==> config.mk <==
export PLATFORM = sky130hd
export DESIGN_NAME = alu_cmd_issuer
export DESIGN_NICKNAME = d
export VERILOG_FILES = /design/src/rtl/alu_cmd_issuer.sv
export SDC_FILE = /design/constraint.sdc
export NUM_CORES = 1
export LEC_CHECK = 0
export BUFFER_PORTS_ARGS = -buffer_cell sky130_fd_sc_hd__buf_2
export CORE_MARGIN = 4
export CORE_UTILIZATION = 52
export DETAILED_ROUTE_END_ITERATION = 10
export PLACE_DENSITY = 0.75
export RECOVER_POWER = 50
export SYNTH_ARGS = -nofsm -noshare
export SYNTH_HDL_FRONTEND = slang
export SYNTH_SLANG_ARGS = --single-unit
==> constraint.sdc <==
create_clock -name clk -period 2.2 [get_ports clk]
set_clock_uncertainty 0.15 [all_clocks]
set_input_delay 0.11 -clock clk [delete_from_list [all_inputs] [get_ports clk]]
set_output_delay 0.11 -clock clk [all_outputs]
set_load 0.01 [all_outputs]
==> src/rtl/alu_cmd_issuer.sv <==
// alu_cmd_issuer: FIFO-buffered command front end that drives the 4-bit ALU, waits SETTLE cycles and returns the sampled result.
// Define ALU_ISSUER_ZFLAG_EN to add the rsp_zero output.
module alu_cmd_issuer #(
  parameter int DEPTH  = 4,
  parameter int SETTLE = 1
) (
  input  logic       clk,
  input  logic       rst_n,
  input  logic       cmd_valid,
  output logic       cmd_ready,
  input  logic [3:0] cmd_a,
  input  logic [3:0] cmd_b,
  input  logic [1:0] cmd_op,
  output logic [3:0] alu_a,
  output logic [3:0] alu_b,
  output logic [1:0] alu_sel,
  input  logic [3:0] alu_y,
  input  logic       alu_cout,
  output logic       rsp_valid,
  input  logic       rsp_ready,
  output logic [3:0] rsp_y,
  output logic       rsp_cout,
  output logic [1:0] rsp_op,
`ifdef ALU_ISSUER_ZFLAG_EN
  output logic       rsp_zero,
`endif
  output logic       busy
);

  localparam int          AW         = (DEPTH > 2) ? $clog2(DEPTH) : 1;
  localparam logic [AW:0] FULL_CNT   = (AW+1)'(DEPTH);
  localparam logic [AW:0] EMPTY_CNT  = {(AW+1){1'b0}};
  localparam logic [3:0]  SETTLE_CNT = 4'(SETTLE);

  typedef enum logic [1:0] {
    IDLE  = 2'd0,
    DRIVE = 2'd1,
    RESP  = 2'd2
  } state_t;

  state_t        state_r;
  state_t        state_nxt_s;
  logic [9:0]    mem_r [DEPTH];
  logic [AW-1:0] wr_ptr_r;
  logic [AW-1:0] rd_ptr_r;
  logic [AW:0]   count_r;
  logic [3:0]    cnt_r;
  logic [1:0]    op_q_r;
  logic [9:0]    head_s;
  logic          empty_s;
  logic          push_s;
  logic          pop_s;
  logic          capture_s;
  logic          hshake_s;

  assign empty_s   = (count_r == EMPTY_CNT);
  assign cmd_ready = (count_r != FULL_CNT);
  assign push_s    = cmd_valid & cmd_ready;
  assign head_s    = mem_r[rd_ptr_r];
  assign busy      = (state_r != IDLE) | ~empty_s;

  // FIFO storage, pointers and occupancy; pointers wrap naturally because DEPTH is a power of two
  always_ff @(posedge clk or negedge rst_n) begin
    if (!rst_n) begin
      for (int i = 0; i < DEPTH; i++) begin
        mem_r[i] <= 10'd0;
      end
      wr_ptr_r <= {AW{1'b0}};
      rd_ptr_r <= {AW{1'b0}};
      count_r  <= EMPTY_CNT;
    end else begin
      if (push_s) begin
        mem_r[wr_ptr_r] <= {cmd_a, cmd_b, cmd_op};
        wr_ptr_r        <= wr_ptr_r + AW'(1);
      end
      if (pop_s) begin
        rd_ptr_r <= rd_ptr_r + AW'(1);
      end
      case ({push_s, pop_s})
        2'b10:   count_r <= count_r + (AW+1)'(1);
        2'b01:   count_r <= count_r - (AW+1)'(1);
        default: count_r <= count_r;
      endcase
    end
  end

  // FSM state register
  always_ff @(posedge clk or negedge rst_n) begin
    if (!rst_n) begin
      state_r <= IDLE;
    end else begin
      state_r <= state_nxt_s;
    end
  end

  // FSM next-state logic
  always_comb begin
    state_nxt_s = state_r;
    case (state_r)
      IDLE: begin
        if (!empty_s) state_nxt_s = DRIVE;
        else          state_nxt_s = IDLE;
      end
      DRIVE: begin
        if (cnt_r == 4'd1) state_nxt_s = RESP;
        else               state_nxt_s = DRIVE;
      end
      RESP: begin
        if (rsp_ready) begin
          if (!empty_s) state_nxt_s = DRIVE;
          else          state_nxt_s = IDLE;
        end else begin
          state_nxt_s = RESP;
        end
      end
      default: state_nxt_s = IDLE;
    endcase
  end

  // FSM strobes: a pop happens from IDLE or on the response handshake, never while driving
  always_comb begin
    pop_s     = 1'b0;
    capture_s = 1'b0;
    hshake_s  = 1'b0;
    case (state_r)
      IDLE: begin
        pop_s = ~empty_s;
      end
      DRIVE: begin
        capture_s = (cnt_r == 4'd1);
      end
      RESP: begin
        hshake_s = rsp_valid & rsp_ready;
        pop_s    = rsp_valid & rsp_ready & ~empty_s;
      end
      default: begin
        pop_s     = 1'b0;
        capture_s = 1'b0;
        hshake_s  = 1'b0;
      end
    endcase
  end

  // ALU drive and settle counter; the drive only changes on a pop
  always_ff @(posedge clk or negedge rst_n) begin
    if (!rst_n) begin
      alu_a   <= 4'd0;
      alu_b   <= 4'd0;
      alu_sel <= 2'd0;
      op_q_r  <= 2'd0;
      cnt_r   <= 4'd0;
    end else if (pop_s) begin
      alu_a   <= head_s[9:6];
      alu_b   <= head_s[5:2];
      alu_sel <= head_s[1:0];
      op_q_r  <= head_s[1:0];
      cnt_r   <= SETTLE_CNT;
    end else if (state_r == DRIVE) begin
      cnt_r <= cnt_r - 4'd1;
    end else begin
      cnt_r <= cnt_r;
    end
  end

  // Response capture; carry is undefined for logic ops so it is cleared for them
  always_ff @(posedge clk or negedge rst_n) begin
    if (!rst_n) begin
      rsp_valid <= 1'b0;
      rsp_y     <= 4'd0;
      rsp_cout  <= 1'b0;
      rsp_op    <= 2'd0;
`ifdef ALU_ISSUER_ZFLAG_EN
      rsp_zero  <= 1'b0;
`endif
    end else if (capture_s) begin
      rsp_valid <= 1'b1;
      rsp_y     <= alu_y;
      rsp_cout  <= (op_q_r[1] == 1'b0) ? alu_cout : 1'b0;
      rsp_op    <= op_q_r;
`ifdef ALU_ISSUER_ZFLAG_EN
      rsp_zero  <= (alu_y == 4'd0);
`endif
    end else if (hshake_s) begin
      rsp_valid <= 1'b0;
    end else begin
      rsp_valid <= rsp_valid;
    end
  end

endmodule

[Word-level counts from Yosys, hierarchy flattened]
Cells that the tools add are included.
Cells by class
  eq/ne operators: 6
  multiplexer cells: 19
  bitwise gates (word level): 7
  reductions and logical operators: 7
  $lt $le $gt $ge: 3
  add/subtract/negate cells: 5
Operators by type and width (number)
  bitwise mux 40 bit: 1
  2-to-1 mux 10 bit: 3
  binary-select mux 10 bit (select 2 bit): 1
  demux 10 bit (select 2 bit): 1
  2-to-1 mux 4 bit: 2
  nonzero test 2 bit: 4
  greater-or-equal comparator 3 bit, second input constant: 2
  2-to-1 mux 1 bit: 6
  inverter 2 -> 3 bit: 2
  case mux 2 bit (3 select lines): 1
  case mux 3 bit (2 select lines): 1
  adder 2 x 1 -> 2 bit, second input constant: 2
  == test 2 x 1 -> 1 bit, second input constant: 2
  == test 2 bit, second input constant: 2
  == test 4 x 1 -> 1 bit, second input constant: 1
  2-to-1 mux 2 bit: 2
  subtractor 4 x 1 -> 4 bit, second input constant: 1
  adder 3 x 1 -> 3 bit, second input constant: 1
  bitwise AND 1 bit: 3
  zero test 3 bit: 1
  less-than comparator 3 x 1 -> 1 bit, second input constant: 1
  != test 3 bit, second input constant: 1
  subtractor 3 x 1 -> 3 bit, second input constant: 1
  zero test 2 bit: 1
  other kinds (4): 4
Storage, ports and cells
  output and inout port bits: 20
  logic and storage cells: 63
  input bits: 19
  register bits after elaboration: 71

[Longest topological paths before layout]
Gate-level depths: netlist of the first run.
  depth after elaboration: 6
  depth in mapped cells: 9
  gate-level depth less buffers: 8

[Least setup slack after synthesis of the first run]
Ideal clock, no wire load.
  path type: reg-to-reg
  from: reg rsp_valid
  to: reg count_r[2]
  setup time: 79 ps
  required time: 1971 ps
  period minus slack after synthesis: 2308 ps
  arrival: 2078 ps
  buffers on the path: 1
  setup slack: -108 ps
  stages on the path, launching flop included: 10
  cell sequence: dfrtp_1 > nand2_1 > a211oi_4 > buf_6 > ha_1 > inv_1 > fa_1 > xor2_1 > nor2_1 > xor2_1
On the way
  longest elaborated chain between the ends: 5
  elaborated cells on any way between the ends: 7
  those cells by class: eq/ne (2); mux (2); bitwise (2); reduce/logical (1)
Ends and longest elaborated chain
  start: declaration: RTL line 19  | output logic rsp_valid,
  start signal: assignment: RTL line 186  | rsp_valid <= rsp_valid;
  bitwise AND 1 bit (*) (2 in a row): RTL line 134  | pop_s = rsp_valid & rsp_ready & ~empty_s;
  case mux 1 bit (2 select lines) (*): RTL line 125  | case (state_r)
  via pop_s: RTL line 52  | logic pop_s;
  == test 2 x 1 -> 1 bit or == test 2 bit (tied branches): RTL line 79  | case ({push_s, pop_s})
  case mux 3 bit (2 select lines) or nonzero test 2 bit (tied branches)
  end signal: assignment: RTL line 80  | 2'b10: count_r <= count_r + (AW+1)'(1);
  end signal: assignment: RTL line 81  | 2'b01: count_r <= count_r - (AW+1)'(1);
  end signal: assignment: RTL line 82  | default: count_r <= count_r;
  end: declaration: RTL line 46  | logic [AW:0] count_r;
Mark *: on every way through the listed nets, which the timed path passes. The rest lies on a longest branch.
A chain may end at the register's enable or synchronous reset.

[Worst setup path after layout of the first run]
  from: reg count_r[2]
  to: reg count_r[2]
On the way
  longest elaborated chain between the ends: 6
  elaborated cells on any way between the ends: 12
  those cells by class: add/sub (2); eq/ne (3); mux (2); bitwise (3); reduce/logical (2)
Ends and longest elaborated chain
  zero test 3 bit: RTL line 56  | assign empty_s = (count_r == EMPTY_CNT);
  inverter 1 bit: RTL line 127, 134
  bitwise AND 1 bit: RTL line 134
  case mux 1 bit (2 select lines): RTL line 125
  == test 2 x 1 -> 1 bit or == test 2 bit (tied branches): RTL line 79
  case mux 3 bit (2 select lines) or nonzero test 2 bit (tied branches)
Parallel ways exist; a longest one is shown, timed or not.

==> flow_summary.ini, run 1 <==
[grt]
grt_antenna_before_repair = 0
grt_max_degree = 72
grt_overflow = 0
grt_first_pass_wirelength_mm = 9.78
grt_pass1_vias = 2046
gr-usage-all-layers_pct = 16.7

[floorplanning]
start_util_pct = 53.4
io_pins = 39
die_h_um = 88.6
die-area_sq_um = 7840
design.core.area_sq_um = 6310
die_width_um = 88.6
rows = 29

[clocking]
cts_sinks = 71
htree_num_levels = 3
worstSkewPairLatency_ns = 0.34
path_clk_slew_ns = 0.07
cts_tree = done
root_buffer = clkbuf_8
cts_made_buffers = 9
cts.path.max_buffers = 2
ctsResizeCount = 0

[timing]
rsz0062_at_grt = false
slew-limit-headroom_pct = 35.9
setup_violations = 0
fmaxAchievable_mhz = 477
layout_min_cycle_time_ns = 2.09
hold_viol = 0
worst_slack_ns = 0.106
worstMarginPinSlew_ns = 0.961
min_period_over_period_pct = 95.2
maxSlewViolCount = 0
finalSetupTns_ns = 0

[logic_synthesis]
synth_warnings = 0
synth_area_per_cell_sq_um = 16.2
synth_cell_types = 32
yosysSeqAreaShare_pct = 52.7
syn_inst = 208
syn_nets = 235
synth_seq_cells = 71
synth.cell_area_sq_um = 3370

[final_layout]
area_growth_syn_to_layout_pct = 20.7
nets = 306
final_cell_mix = 71 x dfrtp_1, 44 x mux2_4, 29 x buf_2
antenna_cells = 0
fillers = 476
final_common_cell = dfrtp_1
drive_gt1_share_pct = 47.2

[pwr]
p_per_area_nw_per_um2 = 1550
pwr-share-comb_pct = 45.1
power.total_uw = 6330
pwr-share-clk_pct = 16.1
leakage_uw = 0.00194
internal-power_uw = 4320
pwr-share-seq_pct = 38.8
ir_drop_uv = 718
sw_frac_of_total_pct = 31.8
switchingPower_uw = 2010

[placement]
place_ws_ns = 0.0914
gp_congestion = 0.733
io_buffers = 38
hpwl_mm = 3.83

[drt]
drc = 0
firstDrtPassIters = 4
routed_wl_mm = 5.94
routedWlPerCell_um = 16.5
final_antenna_net_count = 0
vias = 1931
dr.first_iter.drc_count = 73
viasPerCell = 5.35

[setup_path]
cp-start-kind = flip-flop
cp.arrival_ns = 2.21
crit_path_frequent_cell = xor2_1
worstPathRequired_ns = 2.31
worstSetupEndpointType = flip-flop
critPathKind = reg2reg
cp_cell_sequence = or3b_1 > nand2_2 > ha_4 > inv_1 > fa_2 > xor2_1 > nor2_1 > xor2_1
cpMaxStageDelayCell = or3b_1
max_stage_delay_ns = 0.41
crit_fanout = 3

[flow_run]
drv_cap = 0

[outcome]
status = finished, final reports clean

[worst_hold_path]
min_path_type = in2reg
==> worst paths after layout <==
| check | from | slack [ns] | depth (start not counted) | end |
|---|---|---|---|---|
| max in group asynchronous | rst_n | 0.87 | 3 | rsp_valid$_DFFE_PN0P_ |
| hold / removal | cmd_valid | 0.11 | 3 | wr_ptr_r[1]$_DFFE_PN0P_ |
| setup / recovery | count_r[2]$_DFFE_PN0P_ | 0.11 | 8 | count_r[2]$_DFFE_PN0P_ |
| min in group asynchronous | rst_n | 0.42 | 3 | mem_r[38]$_DFFE_PN0P_ |
| setup reg to reg | count_r[2]$_DFFE_PN0P_ | 0.11 | 8 | count_r[2]$_DFFE_PN0P_ |
| hold reg to reg | rsp_y[3]$_DFFE_PN0P_ | 0.36 | 1 | rsp_y[3]$_DFFE_PN0P_ |
==> flip-flops by register name (all words and copies together) (netlist names) <==
signal and cells:
rsp_op 2, rsp_y 4, count_r 3, alu_a 4, state_r 2, cnt_r 4
wr_ptr_r 2, mem_r 40, alu_b 4, rsp_valid 1, op_q_r 2, rd_ptr_r 2
rsp_cout 1
==> power by group through the flow <==
stage	clock, uW	sequential (uW)	combinational [uW]
3_5_place_dp	0	2470	2870
6_report	1020	2460	2850
3_3_place_gp	0	2440	2780
2_1_floorplan	0	2390	2240
4_1_cts	1040	2460	2900
5_1_grt	1090	2540	3100
==> routing by layer <==
layer / share of wire (%) / GRT usage, %
met2: 48 / 27.5
met3: 3.2 / 2.23
met5: 0 / 0
met4: 2.2 / 9.07
met1: 46 / 21.4
==> cell families after synthesis <==
| family | after synthesis | synth area share [%] |
|---|---|---|
| AOI/OAI and AO/OA | 9 | 2.22 |
| xor gates and xnor gates | 8 | 2.08 |
| adders and majority gates | 8 | 3.19 |
| buffers and inverters | 16 | 2.78 |
| DFF | 71 | 52.7 |
| muxes | 70 | 31.6 |
| and+or+nand+nor | 26 | 5.52 |
==> Yosys cell counts <==
cell type | n | area (sq um)
inv_2 | 1 | 3.75
mux2i_1 | 1 | 10.0
nand3b_1 | 2 | 15.0
clkbuf_1 | 2 | 7.51
a211oi_4 | 1 | 20.0
nor2b_1 | 2 | 12.5
nand2b_1 | 2 | 12.5
inv_1 | 8 | 30.0
nand3_4 | 4 | 70.1
mux2_1 | 1 | 11.3
o41ai_1 | 1 | 8.76
o21ai_0 | 1 | 5.00
nor3b_1 | 1 | 7.51
nor3_2 | 1 | 10.0
o31ai_1 | 1 | 7.51
a21oi_1 | 3 | 15.0
nor2_1 | 6 | 22.5
mux4_2 | 10 | 225
xnor2_1 | 4 | 35.0
ha_1 | 7 | 87.6
dfrtp_1 | 71 | 1780
or3b_1 | 1 | 8.76
a2111oi_1 | 1 | 10.0
a22o_1 | 1 | 8.76
fa_1 | 1 | 20.0
mux2_2 | 14 | 158
buf_6 | 4 | 45.0
nand2_1 | 6 | 22.5
mux2_4 | 44 | 661
buf_4 | 1 | 7.51
nor3_1 | 1 | 5.00
xor2_1 | 4 | 35.0
==> metrics by stage <==
stage	hold WS, ns	instances	util [%]	area (sq um)
2_1_floorplan	-0.336	208	-	3400
3_3_place_gp	0.0144	326	58.9	3720
3_5_place_dp	0.0171	326	58.9	3720
4_1_cts	0.0453	359	64.6	4080
5_1_grt	0.124	361	64.5	4070
6_report	0.107	361	64.5	4070
==> critical path: cells and delay by family (launching register included) <==
family,cells,cell delay [ns]
adders and majority gates,2,0.48
DFF,1,0.39
buffers and inverters,1,0.05
xor gates and xnor gates,2,0.30
and+or+nand+nor,3,0.66
==> repair_timing <==
action / in CTS / in global routing
hold buffers: 17 / 0
endpoints found under the hold margin: 119 / 0
setup buffers: 0 / 2
setup endpoints to repair: 0 / 1
==> area by class of cell <==
class,count,area [sq um],area share [%]
clock inverters,4,45.0,1.11
multi-input cells,121,1520,37.4
flip-flops and latches,71,1780,43.6
repair buffers,67,452,11.1
inverters,9,33.8,0.829
clock buffers,12,145,3.56
well taps,77,96.3,2.37
No activity file was read; power rests on OpenSTA's default activity.
==> run 2, diff against run 1 <==
- CORE_UTILIZATION: 52 -> 53
- PLACE_DENSITY: 0.75 -> 0.73
- clock period: 2.2 -> 2.5 ns (I/O delays scaled with it)
==> run 2 against run 1 <==
- the flow now finishes with violations (capacitance limit, slew limit)
- cell count decreased by 2.8%
- wire length decreased by 1.8%
- worst setup slack improved by 0.14 ns
- flip-flop and latch count unchanged
- count of clock-buffer cells in the layout increased by 1
- die area decreased by 1.7%
- register-to-register slack improved by 0.14 ns
- non-clock buffer count decreased by 8
- global-route usage increased by 0.70 points
- sequential share of layout area increased by 0.71 points
- utilization increased by 1.6 points
- clock power about the same
- largest cell class unchanged
- largest power group unchanged
==> flow_summary.ini, run 2 (synthesized netlist as in run 1, its figures left out) <==
[outcome]
status = finished with violations
violations = capacitance limit, slew limit

[timing]
fmaxAchievable_mhz = 445
maxSlewViolCount = 72
finalSetupTns_ns = 0
setup_violations = 0
layout_min_cycle_time_ns = 2.25
min_period_over_period_pct = 90.0
worst_slack_ns = 0.250
rsz0062_at_grt = false
hold_viol = 0
worstMarginPinSlew_ns = 1.67
slew-limit-headroom_pct = -11.5

[final_layout]
largest_reg_flops = 40
regMostFlops = mem_r
drive_gt1_share_pct = 43.8
antenna_cells = 0
area_growth_syn_to_layout_pct = 18.8
final_common_cell = dfrtp_1
nets = 298
final_core_util_pct = 66.1
finalNonFillerCells = 351
final_cell_mix = 71 x dfrtp_1, 44 x mux2_4, 28 x buf_2

[placement]
hpwl_mm = 3.74
io_buffers = 38
place_inst = 318
place_ws_ns = 0.246
gp_congestion = 0.796

[drt]
drc = 0
routedWlPerCell_um = 16.6
routed_wl_mm = 5.83
vias = 1857
final_antenna_net_count = 0
dr.first_iter.drc_count = 80
firstDrtPassIters = 5
viasPerCell = 5.29

[floorplanning]
die-area_sq_um = 7710
start_util_pct = 55.7
die_width_um = 87.8
design.core.area_sq_um = 6060
die_h_um = 87.8
rows = 28
io_pins = 39

[grt]
gr-usage-all-layers_pct = 17.4
use_met3_pct = 7.06
grt_antenna_before_repair = 0
grt_overflow = 0
grt_first_pass_wirelength_mm = 9.85
gr-max-usage-layer = met2
grt_pass1_vias = 1929
use_met1_pct = 23.3
grt_max_degree = 72
grt_util_met2_pct = 25.8

[clocking]
cts_made_buffers = 9
worstSkewPairLatency_ns = 0.34
cts.path.max_buffers = 2
root_buffer = clkbuf_8
ctsResizeCount = 0
postCtsSetupBuffers = 0
path_clk_slew_ns = 0.07
cts_sinks = 71
cts_tree = done
htree_num_levels = 3

[setup_path]
critPathKind = reg2reg
regToRegSetupSlack_ns = 0.25
cp-start-kind = flip-flop
crit_fanout = 4
worstPathRequired_ns = 2.62
worstSetupEndpointType = flip-flop
cp.arrival_ns = 2.37
r2r_cells = 8

[pwr]
pwr-share-comb_pct = 42.7
pwr-share-seq_pct = 39.0
sw_frac_of_total_pct = 31.1
internal-power_uw = 3810
ir_drop_uv = 668
leakage_uw = 0.00190
switchingPower_uw = 1720
pwr-share-clk_pct = 18.4
p_per_area_nw_per_um2 = 1380

[worst_hold_path]
min_path_type = in2reg
worstHoldPathCells = 3

[flow_run]
drv_cap = 1
==> run 2: cell count changes in the layout (fill, tap and decap cells not counted), moves of 2 or more <==
cell	before	now
buf_4	10	3
clkinv_2	3	1
nand2_1	4	6
nand2_2	2	0
==> run 2: metrics by stage <==
| stage | total power [uW] | cell area, sq um | hold WS [ns] |
|---|---|---|---|
| final | 5540 | 4010 | 0.0732 |
| after CTS | 5640 | 4040 | 0.0584 |
| after detailed placement | 4580 | 3640 | 0.0335 |
| after global routing | 5930 | 4010 | 0.0624 |
| after global placement | 4490 | 3640 | 0.0311 |
| after floorplan | 4030 | 3370 | -0.321 |
==> run 2: final timing paths <==
check	from	end
max	count_r[1]$_DFFE_PN0P_	count_r[2]$_DFFE_PN0P_
min	cmd_valid	wr_ptr_r[0]$_DFFE_PN0P_
max reg2reg	count_r[1]$_DFFE_PN0P_	count_r[2]$_DFFE_PN0P_
min reg2reg	alu_b[0]$_DFFE_PN0P_	alu_b[0]$_DFFE_PN0P_
max in group asynchronous	rst_n	mem_r[15]$_DFFE_PN0P_
min in group asynchronous	rst_n	alu_a[2]$_DFFE_PN0P_
==> run 2: cell type report <==
type                            count  area (sq um)
Clock buffer                       13           159
Clock inverter                      3          65.1
Fill cell                         446          2050
Inverter                            9          33.8
Multi-Input combinational cell    121          1500
Sequential cell                    71          1780
Tap cell                           75          93.8
Timing Repair Buffer               59           375
==> run 2: worst max-delay path, cell delays in order (launching register included) <==
cell,delay [ns]
dfrtp_1,0.42
or3b_1,0.42
nand2_1,0.15
ha_1,0.19
inv_1,0.06
fa_1,0.37
xor2_1,0.15
nor2_1,0.12
xor2_1,0.15
==> run 2: metal layers <==
metal / part of all wire (%) / vias to the layer above
li1: - / 872
met1: 45 / 935
met2: 48 / 42
met3: 5.2 / 8
met4: 1.4 / 0
met5: 0 / -
==> run 2: power groups by stage <==
stage               combinational (uW)  sequential, uW  clock, uW
CTS                               2430            2160       1050
floorplan                         1930            2100          0
global placement                  2340            2150          0
detailed placement                2400            2180          0
finish                            2360            2160       1020
global route                      2590            2240       1100
==> run 2: timing repair <==
action	4_1_cts	5_1_grt
hold buffers	17	0
setup endpoints to repair	0	0
endpoints found under the hold margin	119	0
==> run 3, diff against run 2 <==
--- a/config.mk
+++ b/config.mk
@@ -6,9 +6,9 @@
 export NUM_CORES = 1
 export LEC_CHECK = 0
-export BUFFER_PORTS_ARGS = -buffer_cell sky130_fd_sc_hd__buf_2
 export CORE_MARGIN = 4
 export CORE_UTILIZATION = 53
 export DETAILED_ROUTE_END_ITERATION = 10
-export PLACE_DENSITY = 0.73
+export DONT_BUFFER_PORTS = 1
+export PLACE_DENSITY = 0.68
 export RECOVER_POWER = 50
 export SYNTH_ARGS = -nofsm -noshare
--- a/constraint.sdc
+++ b/constraint.sdc
@@ -3,3 +3,3 @@
 set_input_delay 0.125 -clock clk [delete_from_list [all_inputs] [get_ports clk]]
 set_output_delay 0.125 -clock clk [all_outputs]
-set_load 0.01 [all_outputs]
+set_load 0.02 [all_outputs]
==> run 3 against run 2 <==
- the flow still finishes with violations (capacitance limit, slew limit)
- worst hold slack lost 0.048 ns
- fmax shrank 3.9%
- worst setup slack got worse by 0.092 ns
- wire length is 8.3% higher
- clock power down 19%
- via count is 3.6% lower
- critical endpoint unchanged
- largest power group is now sequential cells
==> flow_summary.ini, run 3 (synthesized netlist as in run 1, its figures left out) <==
[outcome]
status = finished with violations
violations = capacitance limit, slew limit

[pwr]
leakage_uw = 0.00177
ir_drop_uv = 713
p_per_area_nw_per_um2 = 1430

[grt]
grt_pass1_vias = 2063
grt_antenna_before_repair = 0
gr-usage-all-layers_pct = 18.6
grt_max_degree = 72
grt_overflow = 0
grt_first_pass_wirelength_mm = 10.5

[final_layout]
largest_reg_flops = 40
final_core_util_pct = 62.7
area_growth_syn_to_layout_pct = 12.6
drive_gt1_share_pct = 38.5
regMostFlops = mem_r
final_common_cell = dfrtp_1
fillers = 431
antenna_cells = 0
final_cell_mix = 71 x dfrtp_1, 44 x mux2_4, 18 x dlygate4sd3_1
finalNonFillerCells = 314
nets = 262

[floorplanning]
design.core.area_sq_um = 6060
die_width_um = 87.8
die_h_um = 87.8
start_util_pct = 55.7
rows = 28
io_pins = 39
die-area_sq_um = 7710

[setup_path]
max_stage_delay_ns = 0.42
rr_endpoint = count_r[2]$_DFFE_PN0P_
cp_top_family = simple AND/OR/NAND/NOR gates
cp_cell_sequence = or3b_1 > nand2_1 > ha_1 > inv_1 > fa_1 > xor2_1 > nor2_1 > xor2_1
worstSetupEndpointType = flip-flop
worst-path-buf-inv = 1
regToRegSetupSlack_ns = 0.16
crit_path_frequent_cell = xor2_1
crit_fanout = 4
cpMaxStageDelayCell = or3b_1
r2r_start = count_r[1]$_DFFE_PN0P_
critPathKind = reg2reg
r2r_cells = 8
worstPathRequired_ns = 2.60
cp-start-kind = flip-flop
cp.arrival_ns = 2.44

[worst_hold_path]
whs_endpoint = rd_ptr_r[1]$_DFFE_PN0P_
worstHoldPathCells = 3
min_path_type = in2reg
holdCritStartpoint = rsp_ready

[clocking]
root_buffer = clkbuf_8
worstSkewPairLatency_ns = 0.34
cts_tree = done
cts_made_buffers = 9
htree_num_levels = 3
cts.path.max_buffers = 2
path_clk_slew_ns = 0.07
cts_sinks = 71

[drt]
drc = 0
routed_wl_mm = 6.32
final_antenna_net_count = 0
routedWlPerCell_um = 20.1
firstDrtPassIters = 4
dr.first_iter.drc_count = 71
vias = 1791
viasPerCell = 5.70

[placement]
gp_congestion = 0.717
io_buffers = 0
place_inst = 280
place_ws_ns = 0.219
hpwl_mm = 4.11

[timing]
rsz0062_at_grt = false
worstMarginPinSlew_ns = 1.71
layout_min_cycle_time_ns = 2.34
slew-limit-headroom_pct = -14.2
setup_violations = 0
finalSetupTns_ns = 0
hold_viol = 0
maxSlewViolCount = 72
min_period_over_period_pct = 93.7
worst_slack_ns = 0.159
fmaxAchievable_mhz = 427

[flow_run]
drv_cap = 1
[run 3: worst reg2reg max path, stage by stage (launching register included)]
cell and delay, ns:
dfrtp_1 0.41, or3b_1 0.42, nand2_1 0.15, ha_1 0.21, inv_1 0.07, fa_1 0.38
xor2_1 0.15, nor2_1 0.12, xor2_1 0.18
[run 3: through the flow]
| stage | hold slack [ns] | instance area [sq um] | power (uW) |
|---|---|---|---|
| floorplan | -0.321 | 3370 | 4150 |
| global placement | -0.319 | 3440 | 4430 |
| detailed placement | -0.319 | 3440 | 4590 |
| CTS | 0.0116 | 3820 | 5510 |
| global route | 0.0119 | 3800 | 5790 |
| finish | 0.0252 | 3800 | 5440 |
[run 3: how the worst max path moves through the flow]
stage                                start                endpoint  cells past startpoint
finish              count_r[1]$_DFFE_PN0P_  count_r[2]$_DFFE_PN0P_                      8
CTS                 count_r[1]$_DFFE_PN0P_  count_r[2]$_DFFE_PN0P_                      8
global route        count_r[1]$_DFFE_PN0P_  count_r[2]$_DFFE_PN0P_                      8
detailed placement  count_r[1]$_DFFE_PN0P_  count_r[2]$_DFFE_PN0P_                      8
global placement    count_r[1]$_DFFE_PN0P_  count_r[2]$_DFFE_PN0P_                      8
floorplan            rsp_valid$_DFFE_PN0P_  count_r[2]$_DFFE_PN0P_                      9
[run 3: area by class of cell]
type / count / area (sq um) / share of cell area, %
clock buffer: 15 / 176 / 4.64
inverter: 9 / 33.8 / 0.889
multi-input combinational: 121 / 1500 / 39.6
sequential: 71 / 1780 / 46.8
tap: 75 / 93.8 / 2.47
timing repair buffer: 23 / 215 / 5.66
[run 3: timing repair]
| action | CTS | global route |
|---|---|---|
| hold buffers | 19 | 0 |
| setup buffers | 0 | 0 |
| gates resized for setup | 0 | 0 |
| endpoints found under the hold margin | 121 | 0 |
[run 3: report_power, final]
group | leakage [uW] | total (uW) | internal (uW) | switching (uW)
Sequential | 0.000846 | 2390 | 1750 | 641
Clock | 0.0000898 | 827 | 438 | 389
Combinational | 0.000833 | 2220 | 1380 | 844
[run 3: metal layers]
metal | vias to the layer above | GRT usage [%] | wire [um]
li1 | 792 | - | -
met1 | 948 | 22.5 | 2710
met2 | 45 | 31.0 | 3200
met3 | 6 | 7.62 | 355
met4 | 0 | 4.60 | 50
met5 | - | 0 | 0
